===== src/rtl/walksat_select_seq.sv =====
// WalkSAT flip-variable selector: scans NSAT candidates one per cycle and picks the literal to flip.
// Optional macro HS_TIE_RANDOM_EN: greedy ties go to the first minimum in scan order instead of the highest index.
module walksat_select_seq #(
    parameter int unsigned NSAT = 3,
    parameter int unsigned BV_W = 5,
    parameter logic [31:0] P    = 32'h6E147AE0
) (
    input  logic                   clk,
    input  logic                   reset,
    input  logic                   flush_i,
    input  logic                   in_valid_i,
    output logic                   in_ready_o,
    input  logic [NSAT*BV_W-1:0]   break_values_i,
    input  logic [NSAT-1:0]        break_values_valid_i,
    input  logic [31:0]            random_i,
    output logic                   out_valid_o,
    input  logic                   out_ready_i,
    output logic [$clog2(NSAT)-1:0] select_o,
    output logic                   random_selection_o,
    output logic                   none_valid_o
);

    localparam int unsigned SEL_W = $clog2(NSAT);

    typedef enum logic [1:0] {
        IDLE = 2'd0,
        SCAN = 2'd1,
        DONE = 2'd2
    } state_t;

    state_t state, state_next;

    logic [NSAT*BV_W-1:0] bv;
    logic [NSAT-1:0]      valid;
    logic                 rw;
    logic [SEL_W-1:0]     idx;
    logic [SEL_W-1:0]     step;
    logic [1:0]           num_valid;
    logic                 has_zero;
    logic [SEL_W-1:0]     zero_idx;
    logic [SEL_W-1:0]     first_idx;
    logic [BV_W-1:0]      min_bv;
    logic [SEL_W-1:0]     min_idx;
    logic [SEL_W-1:0]     select;
    logic                 random_selection;
    logic                 none_valid;

    // Values derived from the current scan step
    logic [SEL_W-1:0]     start_idx;
    logic                 walk;
    logic [BV_W-1:0]      cand_bv;
    logic                 cand_valid;
    logic                 last_step;
    logic [SEL_W-1:0]     idx_next;
    logic                 tie_take;
    logic [1:0]           num_valid_upd;
    logic                 has_zero_upd;
    logic [SEL_W-1:0]     zero_idx_upd;
    logic [SEL_W-1:0]     first_idx_upd;
    logic [BV_W-1:0]      min_bv_upd;
    logic [SEL_W-1:0]     min_idx_upd;
    logic [SEL_W-1:0]     select_res;
    logic                 random_res;
    logic                 none_res;

    assign start_idx = SEL_W'(random_i[15:0] % 16'(NSAT));
    assign walk      = random_i > P;
    assign last_step = step == SEL_W'(NSAT - 1);
    assign idx_next  = (idx == SEL_W'(NSAT - 1)) ? '0 : idx + SEL_W'(1);

    always_comb begin
        cand_bv = '0;
        for (int unsigned k = 0; k < NSAT; k++) begin
            if (idx == SEL_W'(k)) begin
                cand_bv = bv[k*BV_W +: BV_W];
            end
        end
        cand_valid = valid[idx];
    end

`ifdef HS_TIE_RANDOM_EN
    assign tie_take = 1'b0;
`else
    assign tie_take = idx > min_idx;
`endif

    always_comb begin
        num_valid_upd = num_valid;
        has_zero_upd  = has_zero;
        zero_idx_upd  = zero_idx;
        first_idx_upd = first_idx;
        min_bv_upd    = min_bv;
        min_idx_upd   = min_idx;
        if (cand_valid) begin
            num_valid_upd = (num_valid == 2'd2) ? 2'd2 : num_valid + 2'd1;
            if (cand_bv == '0 && (!has_zero || idx > zero_idx)) begin
                has_zero_upd = 1'b1;
                zero_idx_upd = idx;
            end
            if (num_valid == 2'd0) begin
                first_idx_upd = idx;
            end
            if (num_valid == 2'd0 || cand_bv < min_bv || (cand_bv == min_bv && tie_take)) begin
                min_bv_upd  = cand_bv;
                min_idx_upd = idx;
            end
        end
    end

    // Result is resolved from the running state including the final step
    always_comb begin
        select_res = '0;
        random_res = 1'b0;
        none_res   = 1'b0;
        if (num_valid_upd == 2'd0) begin
            none_res = 1'b1;
        end else if (has_zero_upd) begin
            select_res = zero_idx_upd;
        end else if (num_valid_upd == 2'd1) begin
            select_res = first_idx_upd;
        end else if (rw) begin
            select_res = first_idx_upd;
            random_res = 1'b1;
        end else begin
            select_res = min_idx_upd;
        end
    end

    always_comb begin
        state_next = state;
        case (state)
            IDLE: if (in_valid_i) state_next = SCAN;
            SCAN: if (last_step) state_next = DONE;
            DONE: if (out_ready_i) state_next = IDLE;
            default: state_next = IDLE;
        endcase
        if (flush_i) begin
            state_next = IDLE;
        end
    end

    always_ff @(posedge clk) begin
        if (reset) begin
            state            <= IDLE;
            bv               <= '0;
            valid            <= '0;
            rw               <= 1'b0;
            idx              <= '0;
            step             <= '0;
            num_valid        <= '0;
            has_zero         <= 1'b0;
            zero_idx         <= '0;
            first_idx        <= '0;
            min_bv           <= '0;
            min_idx          <= '0;
            select           <= '0;
            random_selection <= 1'b0;
            none_valid       <= 1'b0;
        end else begin
            state <= state_next;
            case (state)
                IDLE: begin
                    if (in_valid_i && !flush_i) begin
                        bv        <= break_values_i;
                        valid     <= break_values_valid_i;
                        rw        <= walk;
                        idx       <= start_idx;
                        step      <= '0;
                        num_valid <= '0;
                        has_zero  <= 1'b0;
                        zero_idx  <= '0;
                        first_idx <= '0;
                        min_bv    <= '0;
                        min_idx   <= '0;
                    end
                end
                SCAN: begin
                    num_valid <= num_valid_upd;
                    has_zero  <= has_zero_upd;
                    zero_idx  <= zero_idx_upd;
                    first_idx <= first_idx_upd;
                    min_bv    <= min_bv_upd;
                    min_idx   <= min_idx_upd;
                    idx       <= idx_next;
                    step      <= step + SEL_W'(1);
                    if (last_step) begin
                        select           <= select_res;
                        random_selection <= random_res;
                        none_valid       <= none_res;
                    end
                end
                DONE: begin
                    if (out_ready_i) begin
                        select           <= '0;
                        random_selection <= 1'b0;
                        none_valid       <= 1'b0;
                    end
                end
                default: ;
            endcase
            if (flush_i) begin
                select           <= '0;
                random_selection <= 1'b0;
                none_valid       <= 1'b0;
            end
        end
    end

    assign in_ready_o         = state == IDLE;
    assign out_valid_o        = state == DONE;
    assign select_o           = select;
    assign random_selection_o = random_selection;
    assign none_valid_o       = none_valid;

endmodule


===== config.mk =====
export PLATFORM = sky130hd
export DESIGN_NAME = walksat_select_seq
export DESIGN_NICKNAME = d
export VERILOG_FILES = /design/src/rtl/walksat_select_seq.sv
export SDC_FILE = /design/constraint.sdc
export NUM_CORES = 1
export LEC_CHECK = 0
export CORE_ASPECT_RATIO = 0.5
export CORE_MARGIN = 1.5
export CORE_UTILIZATION = 59
export CTS_BUF_LIST = sky130_fd_sc_hd__clkbuf_8
export DETAILED_ROUTE_END_ITERATION = 8
export PLACE_DENSITY_LB_ADDON = 0.12
export REMOVE_ABC_BUFFERS = 1
export SETUP_SLACK_MARGIN = 0.4
export SLEW_MARGIN = 20
export SYNTH_ARGS = -nofsm -noshare
export SYNTH_HDL_FRONTEND = slang
export SYNTH_SLANG_ARGS = --single-unit

===== constraint.sdc =====
create_clock -name clk -period 11.1 [get_ports clk]
set_input_delay 2.775 -clock clk [delete_from_list [all_inputs] [get_ports clk]]
set_output_delay 2.775 -clock clk [all_outputs]
set_load 0.02 [all_outputs]

After elaboration in Yosys (flattened, before gate mapping)

Index checks and enable logic that the tools add are counted.

Register bits after elaboration: 43
Input bits: 55

Add/subtract/negate cells: 3
Divide/modulo/power cells: 1
$lt $le $gt $ge: 5
Eq/ne operators: 14
Multiplexer cells: 50
Reduce and logical (&&, ||, !) cells: 21

Operator list:

| cell                                                                              | count |
|---|---|
| 2-bit two-way mux                                                                 | 19 |
| 32-bit by 31-bit greater-than comparator with 1-bit output, second input constant | 1 |
| 5-bit two-way mux                                                                 | 6 |
| 2-bit case mux with 2 select lines                                                | 7 |
| 16-bit by 2-bit remainder unit with 16-bit output, second input constant          | 1 |
| 1-bit two-way mux                                                                 | 12 |
| 5-bit case mux with 2 select lines                                                | 1 |
| 2-bit == test, second input constant                                              | 4 |
| 2-bit logical NOT                                                                 | 4 |
| 2-bit != test, second input constant                                              | 4 |
| 2-bit by 1-bit adder with 2-bit output, second input constant                     | 3 |
| 2-bit by 1-bit == test with 1-bit output, second input constant                   | 3 |
| 1-bit case mux with 2 select lines                                                | 3 |
| 2-bit case mux with 3 select lines                                                | 1 |
| 3-bit AND reduction                                                               | 2 |
| 5-bit == test                                                                     | 1 |
| 5-bit logical NOT                                                                 | 1 |
| 5-bit less-than comparator                                                        | 1 |
| 2-bit greater-than comparator                                                     | 2 |
| 2-bit by 1-bit != test with 1-bit output, second input constant                   | 2 |
| 2-bit AND reduction                                                               | 2 |
| 4-bit AND reduction                                                               | 1 |
| 2-bit nonzero test                                                                | 2 |
| 1-bit logical AND                                                                 | 3 |
| other kinds (5)                                                                   | 8 |

Longest topological paths before layout

Gate-level depths: netlist of run 1.

Word-level depth: 15
Mapped depth: 23

Worst setup path before layout of run 1

Ideal clock, no wire load.

Path type: input -> register
Start: input random_i[12]
End: register idx[1]
Library setup time: 122 ps
Arrival: 6620 ps
Data required time: 10978 ps
Setup slack: 4358 ps
Stages on the path: 20
Buffers on the path: 3
Cells stage by stage: buf_4 -> and3b_2 -> nor3_1 -> o32ai_2 -> or2_1 -> buf_6 -> xnor2_1 -> a41o_1 -> or3_1 -> buf_6 -> mux2_4 -> a211oi_2 -> nor2_1 -> ha_1 -> inv_1 -> a31oi_1 -> or2_2 -> ha_1 -> nor2b_1 -> a311o_1

Longest elaborated chain between the ends: 3

RTL lines:

| item                                              | RTL line | RTL |
|---|---|---|
| start, declared                                   | 15       | `input logic [31:0] random_i,` |
| 16-bit by 2-bit remainder unit with 16-bit output | 66       | `assign start_idx = SEL_W'(random_i[15:0] % 16'(NSAT));` |
| 2-bit two-way mux                                 | 163      | `if (in_valid_i && !flush_i) begin` |
| 2-bit case mux with 2 select lines                | 161      | `case (state)` |
| end signal, assigned                              | 167      | `idx <= start_idx;` |
| end signal, assigned                              | 184      | `idx <= idx_next;` |
| end, declared                                     | 36       | `logic [SEL_W-1:0] idx;` |

Every way passes these cells. The select of a mux whose other input is x is not followed.
A chain may end at the register's enable or synchronous reset.

Final worst setup path of run 1

Start: input random_i[13]
End: register idx[1]

The elaborated chain is that of the path after synthesis.

==> results.json, run 1 <==
{
  "tns_ns": 0,
  "io_pins": 61,
  "area_growth_pct": 20.0,
  "crit_slowest_cell": "clkdlybuf4s50_1",
  "power_density_nw_per_um2": 98.3,
  "fmax_mhz": 133,
  "grt_max_degree": 29,
  "ant_nets": 0,
  "dpl.hpwl_microns": 5760,
  "ir_worst_vdd_mv": 0.0971,
  "slowest_delay_ns": 0.76,
  "slew_violations": 0,
  "cts_buffers": 5,
  "grt.overflow.total": 0,
  "worstPathMaxFanout": 13,
  "critical_path_buf_inv_count": 2,
  "clk_pin_slew_ns": 0.08,
  "cts-hold-fix-buffers": 0,
  "grt_pass1_wl_microns": 13200,
  "die_x_microns": 109,
  "grt_antenna_before_repair": 0,
  "crit_path_start_kind": "input pin",
  "grt_usage_pct": 26.4,
  "synth-edff-count": 0,
  "antenna_cells_inserted": 0,
  "syn_area_per_cell_sq_um": 7.48,
  "core_area_sq_um": 5440,
  "die_area_sq_um": 6090,
  "cts_tree": "built",
  "drt-pass1-iter-count": 5,
  "rows": 19,
  "clock_skew_ns": 0.00614,
  "synth_area_sq_um": 3310,
  "post-route-util_pct": 72.9,
  "cts.sink_count": 43,
  "synth_top_area_share_pct": 26.0,
  "outcome": "completed",
  "ys_ff_latch": 43,
  "crit_chain": "clkdlybuf4s50_1, xnor2_1, a211oi_1, o32ai_1, or4b_2, o32ai_1, a41o_1, or3_1, mux2_4, a211oi_2, nor2_1, ha_1, inv_1, nand3_1, nor3b_1, or2_2, ha_1, nor2b_1, a311o_1",
  "clock_path_buffers": 2,
  "cp_top_family": "simple AND/OR/NAND/NOR gates",
  "worst-setup-path-type": "in -> reg",
  "gp_congestion": 0.826,
  "maxCapViolCount": 0,
  "period_share_pct": 67.8,
  "rr_worst_depth": 12,
  "drc": 0,
  "drive_above_1_share_pct": 6.57,
  "cts-root-buf": "clkbuf_8",
  "io_buffers": 60,
  "grt_pass1_vias": 3104,
  "p_leak_nw": 1.43,
  "end_kind": "register",
  "hold-worst-slack_ns": 0.457,
  "rsz0062_at_grt": "false",
  "vias_per_cell": 6.03,
  "h-tree-depth": 2,
  "required_ns": 11.27,
  "async_flop_share_pct": 0,
  "cp.depth": 19,
  "hold_violations": 0,
  "clk_latency_ns": 0.29,
  "finalSetupViolations": 0,
  "ys.flop_type": "dfxtp_1",
  "routedWlPerCell_microns": 14.1,
  "synth_top_area_cell": "dfxtp_1",
  "finalCriticalPeriod_ns": 7.52,
  "final_nets": 554,
  "worstPathArrival_ns": 7.70,
  "drtIter0Drc": 286,
  "synthCells": 442,
  "vias": 3374,
  "hold_path_class": "reg -> reg",
  "start_util_pct": 60.8,
  "synthTopCellsByArea": "dfxtp_1, nand2_1, a21oi_1",
  "postCtsSetupRepairBufs": 0,
  "ctsResizeCount": 0,
  "die_h_microns": 56.0,
  "fill_cells": 457,
  "worst_pin_slew_ns": 0.903,
  "ys_types": 65,
  "ys_seq_area_share_pct": 26.0,
  "hold_depth": 2,
  "max_slew_margin_pct": 39.8,
  "routed_wl_microns": 7900,
  "ys.warnings.count": 0
}
-- metal layers --
| metal | global-route usage [%] | part of all wire, % | up-vias | wire [microns] |
|---|---|---|---|---|
| met5 | 0 | 0 | - | 0 |
| met4 | 5.64 | 0.72 | 0 | 57 |
| met3 | 3.75 | 5.1 | 9 | 399 |
| met2 | 47.0 | 48 | 105 | 3810 |
| met1 | 34.1 | 46 | 1569 | 3630 |
| li1 | - | - | 1691 | - |
-- report_power, final --
| part | switching, mW | internal (mW) |
|---|---|---|
| Sequential | 0.00468 | 0.159 |
| Combinational | 0.0711 | 0.0628 |
| Clock | 0.0504 | 0.0423 |
| Total | 0.126 | 0.264 |
-- logic make-up after synthesis --
| group | after synthesis | synth area share, % |
|---|---|---|
| xor+xnor | 7 | 1.85 |
| flops | 43 | 26.0 |
| mux | 15 | 4.73 |
| compound gates | 122 | 26.0 |
| fa+ha+maj | 13 | 4.92 |
| simple gates | 194 | 29.7 |
| buf+inv | 48 | 6.81 |
-- worst reg2reg max path, stage by stage (launching register included) --
cell and delay (ns):
dfxtp_1 0.72, nand2_1 0.10, o22ai_1 0.27, ha_1 0.31
nor2b_1 0.13, o21a_1 0.16, o21ai_0 0.14, nand2b_1 0.07
a21oi_1 0.19, o31ai_1 0.14, nor2_1 0.63, mux2_2 0.41
nor2_1 0.07
-- cell usage after synthesis, types with 3 or more instances --
master / instances
xnor2_1: 5
o32ai_1: 3
buf_4: 4
a311o_1: 4
buf_6: 4
and3_1: 4
a31oi_1: 5
a211oi_1: 6
and3b_2: 3
or3_1: 4
ha_1: 13
a21oi_1: 39
a22oi_1: 4
o21ai_0: 14
o21a_1: 4
o22ai_1: 6
a2111oi_0: 3
a32oi_1: 5
nand2_1: 64
and2_1: 3
dfxtp_1: 43
nand2b_1: 8
mux2i_1: 13
nand3_1: 8
clkbuf_1: 19
nor4_1: 6
o31ai_1: 3
nor3_1: 16
inv_1: 21
nand3b_1: 5
or2_2: 4
nor3b_1: 4
nor2b_1: 10
nor2_1: 44
-- layout by cell type (no fill, tap or decap), types with 3 or more instances in the layout --
cell and count:
a32oi_1 5, and3_1 4, and2_1 3, nor3b_1 4, nor2_1 44, or2_2 4
dfxtp_1 43, a21oi_1 39, mux2i_1 13, or3_1 4, clkbuf_8 5, nand3_1 8
a311o_1 4, o32ai_1 3, nor2b_1 10, a211oi_1 6, o21a_1 4, o22ai_1 6
nand2_1 64, nand2b_1 8, nand3b_1 5, o21ai_0 14, inv_1 23, nor4_1 6
a22oi_1 4, and3b_2 3, a31oi_1 5, buf_4 4, xnor2_1 5, nor3_1 16
a2111oi_0 3, o31ai_1 3, ha_1 13, clkdlybuf4s50_1 60
-- path summary, 6_finish.rpt --
| check | startpoint | endpoint | slack (ns) |
|---|---|---|---|
| max reg2reg | idx[0]$_SDFFE_PP0P_ | min_bv[0]$_SDFFE_PP0P_ | 7.71 |
| min reg2reg | bv[7]$_SDFFE_PP0P_ | bv[7]$_SDFFE_PP0P_ | 0.46 |
| max | random_i[13] | idx[1]$_SDFFE_PP0P_ | 3.58 |
| min | bv[7]$_SDFFE_PP0P_ | bv[7]$_SDFFE_PP0P_ | 0.46 |
-- stage by stage --
stage	std cells	total power [mW]	setup WS (ns)	area, sq um
CTS	560	0.391	3.60	3970
global placement	552	0.293	3.56	3890
floorplan	415	0.250	4.51	3160
finish	560	0.390	3.58	3970
detailed placement	552	0.299	3.29	3890
global route	560	0.412	3.23	3970
-- sequential cells by signal (all words and copies together) (netlist names) --
signal and count:
zero_idx 2, rw 1, random_selection_o 1, min_bv 5, step 2, has_zero 1, first_idx 2, idx 2
num_valid 2, select_o 2, min_idx 2, state 2, valid 3, bv 15, none_valid_o 1
-- cell type report --
class | instances | area (sq um) | share of cell area, %
Clock inverter | 3 | 12.5 | 0.315
Tap cell | 73 | 91.3 | 2.30
Inverter | 21 | 78.8 | 1.98
Clock buffer | 5 | 68.8 | 1.73
Multi-Input combinational cell | 351 | 2230 | 56.1
Timing Repair Buffer | 64 | 631 | 15.9
Sequential cell | 43 | 861 | 21.7
Note: power is estimated with default switching activity, not from simulation.
==> run 2: changes to the inputs <==
--- a/config.mk
+++ b/config.mk
@@ -7,7 +7,7 @@
 export LEC_CHECK = 0
 export CORE_ASPECT_RATIO = 0.5
 export CORE_MARGIN = 1.5
-export CORE_UTILIZATION = 59
+export CORE_UTILIZATION = 55
 export CTS_BUF_LIST = sky130_fd_sc_hd__clkbuf_8
 export DETAILED_ROUTE_END_ITERATION = 8
 export PLACE_DENSITY_LB_ADDON = 0.12
==> constraint.sdc (replaced) <==
create_clock -name clk -period 7.22 [get_ports clk]
set_input_delay 1.805 -clock clk [delete_from_list [all_inputs] [get_ports clk]]
set_output_delay 1.805 -clock clk [all_outputs]
set_load 0.02 [all_outputs]
==> run 2 against run 1 <==
  * Core utilization fell by 2.5 points
  * Combinational power grew 46%
  * Final area about the same
  * Sequential power up 58%
  * Critical path depth unchanged
  * Wire length increased by 1.6%
  * Global-route usage decreased by 0.63 points
  * Power is 51% higher
  * Cell count decreased by 0.54%
  * Largest power group unchanged
==> results.json, run 2 (synthesized netlist as in run 1, its figures left out) <==
{
  "die_area_sq_um": 6520,
  "finalSetupViolations": 0,
  "r2r_start": "idx[1]$_SDFFE_PP0P_",
  "grt_antenna_before_repair": 0,
  "io_buffers": 60,
  "required_ns": 7.39,
  "slowest_delay_ns": 0.73,
  "layout_commonest_cell": "nand2_1",
  "drt-pass1-iter-count": 5,
  "period_share_pct": 89.7,
  "die_x_microns": 113,
  "cts-hold-fix-buffers": 0,
  "crit_slowest_cell": "clkdlybuf4s50_1",
  "clk_pin_slew_ns": 0.07,
  "maxCapViolCount": 0,
  "hold_violations": 0,
  "end_kind": "register",
  "top_regs": "bv (15), min_bv (5), valid (3)",
  "start_util_pct": 58.7,
  "hold_depth": 2,
  "area_growth_pct": 20.0,
  "r2r_slack_ns": 3.52,
  "io_pins": 61,
  "finalCriticalPeriod_ns": 6.48,
  "rr_worst_depth": 12,
  "power_uw": 591,
  "die_h_microns": 57.8,
  "largest_reg_flops": 15,
  "cts.sink_count": 43,
  "clock_path_buffers": 2,
  "grt_pass1_vias": 3257,
  "grt_usage_pct": 25.8,
  "clk_latency_ns": 0.28,
  "grt.overflow.total": 0,
  "grt_max_degree": 41,
  "rsz0062_at_grt": "false",
  "cts_tree": "built",
  "hold_path_class": "reg -> reg",
  "power_density_nw_per_um2": 149,
  "ir_worst_vdd_mv": 0.155,
  "ant_nets": 0,
  "hold_end": "bv[14]$_SDFFE_PP0P_",
  "final_cells": 557,
  "r2r-end": "min_bv[0]$_SDFFE_PP0P_",
  "vias_per_cell": 6.00,
  "antenna_cells_inserted": 0,
  "min-delay-start": "bv[14]$_SDFFE_PP0P_",
  "crit_path_start_kind": "input pin",
  "dpl.hpwl_microns": 5800,
  "max_slew_margin_pct": 39.7,
  "tns_ns": 0,
  "h-tree-depth": 2,
  "outcome": "completed",
  "grt_pass1_wl_microns": 14100,
  "drc": 0,
  "final_cell_mix": "nand2_1, clkdlybuf4s50_1, nor2_1, dfxtp_1, a21oi_1",
  "drive_above_1_share_pct": 6.20,
  "core_area_sq_um": 5630,
  "clock_skew_ns": 0.00447,
  "drtIter0Drc": 309,
  "slew_violations": 0,
  "routed_wl_microns": 8030,
  "gp_congestion": 0.860,
  "worstPathArrival_ns": 6.65,
  "postCtsSetupRepairBufs": 0,
  "routedWlPerCell_microns": 14.4,
  "rows": 19,
  "p_leak_nw": 1.45,
  "final_nets": 553,
  "worst-setup-path-type": "in -> reg",
  "cts-root-buf": "clkbuf_8",
  "post-route-util_pct": 70.5,
  "cts_buffers": 5,
  "dp.cells": 550,
  "crit_chain": "clkdlybuf4s50_1, inv_1, nor3_1, o32ai_1, or4b_2, o32ai_1, a41o_1, or3_1, mux2_4, a211oi_2, nor2_1, ha_1, inv_1, nand3_1, nor3b_1, or2_2, ha_1, nor2b_1, a311o_1",
  "worst_pin_slew_ns": 0.904,
  "top_register": "bv",
  "vias": 3344,
  "worstPathMaxFanout": 12,
  "fmax_mhz": 154
}
==> run 2: cell types whose count changed in the layout (fill, tap and decap cells not counted) <==
cell             previous run  this run
clkdlybuf4s50_1            60        57
dlymetal6s2s_1              0         3
buf_4                       4         2
buf_8                       0         1
clkinv_2                    1         0
inv_1                      23        22
==> run 2: per-stage QoR <==
stage	hold slack [ns]	setup slack [ns]	cell area [sq um]
after CTS	0.457	0.677	3950
after global routing	0.483	0.446	3970
final	0.455	0.742	3970
after detailed placement	0.447	0.385	3870
after global placement	0.442	0.643	3870
after floorplan	0.430	1.60	3160
==> run 2: where the power goes <==
group / internal, mW / switching, mW / total [mW]
combinational: 0.0956 / 0.101 / 0.196
sequential: 0.245 / 0.0144 / 0.259
clock: 0.0631 / 0.0725 / 0.136
==> run 2: per-layer routing <==
metal / routed length [microns] / share of wire (%) / track usage [%]
met3: 415 / 5.2 / 4.39
met4: 54 / 0.67 / 5.24
met2: 3930 / 49 / 49.5
met5: 0 / 0 / 0
met1: 3620 / 45 / 31.1
==> run 2: cell type report <==
| type | instances | area (sq um) |
|---|---|---|
| multi-input cells | 351 | 2230 |
| fillers | 455 | 1660 |
| flip-flops and latches | 43 | 861 |
| repair buffers | 63 | 638 |
| well taps | 73 | 91.3 |
| inverters | 21 | 78.8 |
| clock buffers | 5 | 68.8 |
| clock inverters | 1 | 3.75 |
==> run 2: repair_timing <==
action	CTS	global route
resized for setup	0	3
hold endpoints to repair	0	0
setup endpoints to repair	0	2
==> run 2: how the worst max path moves through the flow <==
stage	start	end	slack, ns
after global routing	random_i[15]	idx[1]$_SDFFE_PP0P_	0.45
after detailed placement	random_i[12]	idx[1]$_SDFFE_PP0P_	0.39
final	random_i[15]	idx[1]$_SDFFE_PP0P_	0.74
after floorplan	random_i[14]	idx[1]$_SDFFE_PP0P_	1.60
after global placement	random_i[12]	idx[1]$_SDFFE_PP0P_	0.64
after CTS	random_i[12]	idx[1]$_SDFFE_PP0P_	0.68
==> run 2: worst max-delay path, delay by kind of cell <==
| kind | cells | cell delay, ns |
|---|---|---|
| adder cells (fa/ha/maj) | 2 | 0.43 |
| multiplexers | 1 | 0.34 |
| AND/OR/NAND/NOR | 8 | 1.85 |
| AO/OA/AOI/OAI | 5 | 1.23 |
| buffers and inverters | 3 | 0.99 |
==> run 3: changes to the inputs <==
--- a/config.mk
+++ b/config.mk
@@ -11,6 +11,7 @@
 export CTS_BUF_LIST = sky130_fd_sc_hd__clkbuf_8
 export DETAILED_ROUTE_END_ITERATION = 8
 export PLACE_DENSITY_LB_ADDON = 0.12
+export RECOVER_POWER = 50
 export REMOVE_ABC_BUFFERS = 1
 export SETUP_SLACK_MARGIN = 0.4
 export SLEW_MARGIN = 20
==> run 3 against run 2 <==
  * The flow now finishes with violations (capacitance limit, slew limit)
  * Power is essentially flat
  * First-iteration DRC count is the same
  * Clock power is essentially flat
  * Core utilization shrank 0.067 points
  * Critical path type unchanged
  * Highest routed layer unchanged
==> results.json, run 3 (synthesized netlist as in run 1, its figures left out) <==
{
  "outcome": "complete, but fails checks",
  "violations": "capacitance limit, slew limit",
  "fill_cells": 457,
  "largest_reg_flops": 15,
  "top_regs": "bv (15), min_bv (5), valid (3)",
  "dpl.hpwl_microns": 5800,
  "routed_wl_microns": 8030,
  "routedWlPerCell_microns": 14.4,
  "cts-root-buf": "clkbuf_8",
  "rsz0062_at_grt": "false",
  "rows": 19,
  "clock_path_buffers": 2,
  "r2r_slack_ns": 3.50,
  "core_area_sq_um": 5630,
  "area_growth_pct": 19.9,
  "final_nets": 553,
  "io_buffers": 60,
  "grt_max_degree": 41,
  "antenna_cells_inserted": 0,
  "vias": 3349,
  "cts.sink_count": 43,
  "drive_above_1_share_pct": 5.99,
  "worst_pin_slew_ns": 1.69,
  "clock_skew_ns": 0.00427,
  "required_ns": 7.39,
  "end_kind": "register",
  "worst-setup-path-type": "in -> reg",
  "cts-hold-fix-buffers": 0,
  "hold_violations": 0,
  "power_uw": 591,
  "drc": 0,
  "final_cell_mix": "nand2_1, clkdlybuf4s50_1, nor2_1, dfxtp_1, a21oi_1",
  "grt_usage_pct": 25.8,
  "worstPathArrival_ns": 6.70,
  "grt_antenna_before_repair": 0,
  "fmax_mhz": 153,
  "multi_input_area_sq_um": 2230,
  "max_slew_margin_pct": -12.5,
  "die_h_microns": 57.8,
  "postCtsSetupRepairBufs": 0,
  "regArea_sq_um": 861,
  "io_pins": 61,
  "worstPathMaxFanout": 12,
  "grt.overflow.total": 0,
  "grt_pass1_wl_microns": 14100,
  "finalSetupViolations": 0,
  "ant_nets": 0,
  "drt-pass1-iter-count": 5,
  "grt_pass1_vias": 3257,
  "crit_path_start_kind": "input pin",
  "tns_ns": 0,
  "start_util_pct": 58.7,
  "p_leak_nw": 1.46,
  "h-tree-depth": 2,
  "vias_per_cell": 6.01,
  "slew_violations": 41,
  "fin_ws_ns": 0.693,
  "clk_latency_ns": 0.28,
  "drtIter0Drc": 309,
  "cts_buffers": 5,
  "layout_commonest_cell": "nand2_1",
  "top_register": "bv",
  "gp_congestion": 0.860,
  "finalCriticalPeriod_ns": 6.53,
  "power_density_nw_per_um2": 149,
  "hold_path_class": "reg -> reg",
  "maxCapViolCount": 1,
  "dpl_worst_slack_ns": 0.385,
  "clk_pin_slew_ns": 0.07,
  "die_area_sq_um": 6520,
  "ir_worst_vdd_mv": 0.155,
  "cts_tree": "built",
  "die_x_microns": 113,
  "period_share_pct": 90.4
}
run 3: layout make-up:
class                           instances  share of cell area (%)
Sequential cell                        43                    21.7
Inverter                               21                    1.99
Multi-Input combinational cell        351                    56.2
Timing Repair Buffer                   63                    16.0
Clock buffer                            5                    1.74
Clock inverter                          1                  0.0946
Tap cell                               73                    2.30
run 3: through the flow:
step	cell area, sq um	util, %	instances	hold WS, ns
2_1_floorplan	3160	-	415	0.430
3_3_place_gp	3870	68.8	550	0.442
3_5_place_dp	3870	68.8	550	0.447
4_1_cts	3950	70.1	556	0.457
5_1_grt	3970	70.4	557	0.483
6_report	3970	70.4	557	0.455
run 3: critical path, stage by stage:
cell             delay, ns
clkdlybuf4s50_1       0.73
inv_1                 0.16
nor3_1                0.23
o32ai_1               0.14
or4b_2                0.62
o32ai_1               0.27
a41o_1                0.17
or3_1                 0.27
mux2_4                0.34
a211oi_2              0.29
nor2_1                0.09
ha_1                  0.22
inv_1                 0.10
nand3_1               0.07
nor3b_1               0.27
or2_2                 0.17
ha_1                  0.21
nor2b_1               0.13
a311o_1               0.41
run 3: where the power goes:
part           internal, mW  switching (mW)
registers             0.245          0.0145
clock network        0.0631          0.0726
logic                0.0954           0.101
total                 0.403           0.188
run 3: timing repair:
item                       CTS  global route
setup endpoints to repair    0             2
hold endpoints to repair     0             0
resized for setup            0             3
run 3: metal layers:
layer	track usage, %	routed length [microns]	part of all wire [%]	up-vias
met5	0	0	0	-
met4	5.24	54	0.67	0
met3	4.39	426	5.3	6
met2	49.5	3930	49	92
met1	31.1	3610	45	1566
li1	-	-	-	1685
run 3: worst paths after layout:
| check | from | end | depth (start not counted) |
|---|---|---|---|
| min reg2reg | bv[14]$_SDFFE_PP0P_ | bv[14]$_SDFFE_PP0P_ | 2 |
| max | random_i[15] | idx[1]$_SDFFE_PP0P_ | 19 |
| max reg2reg | idx[1]$_SDFFE_PP0P_ | min_bv[0]$_SDFFE_PP0P_ | 12 |
| min | bv[14]$_SDFFE_PP0P_ | bv[14]$_SDFFE_PP0P_ | 2 |
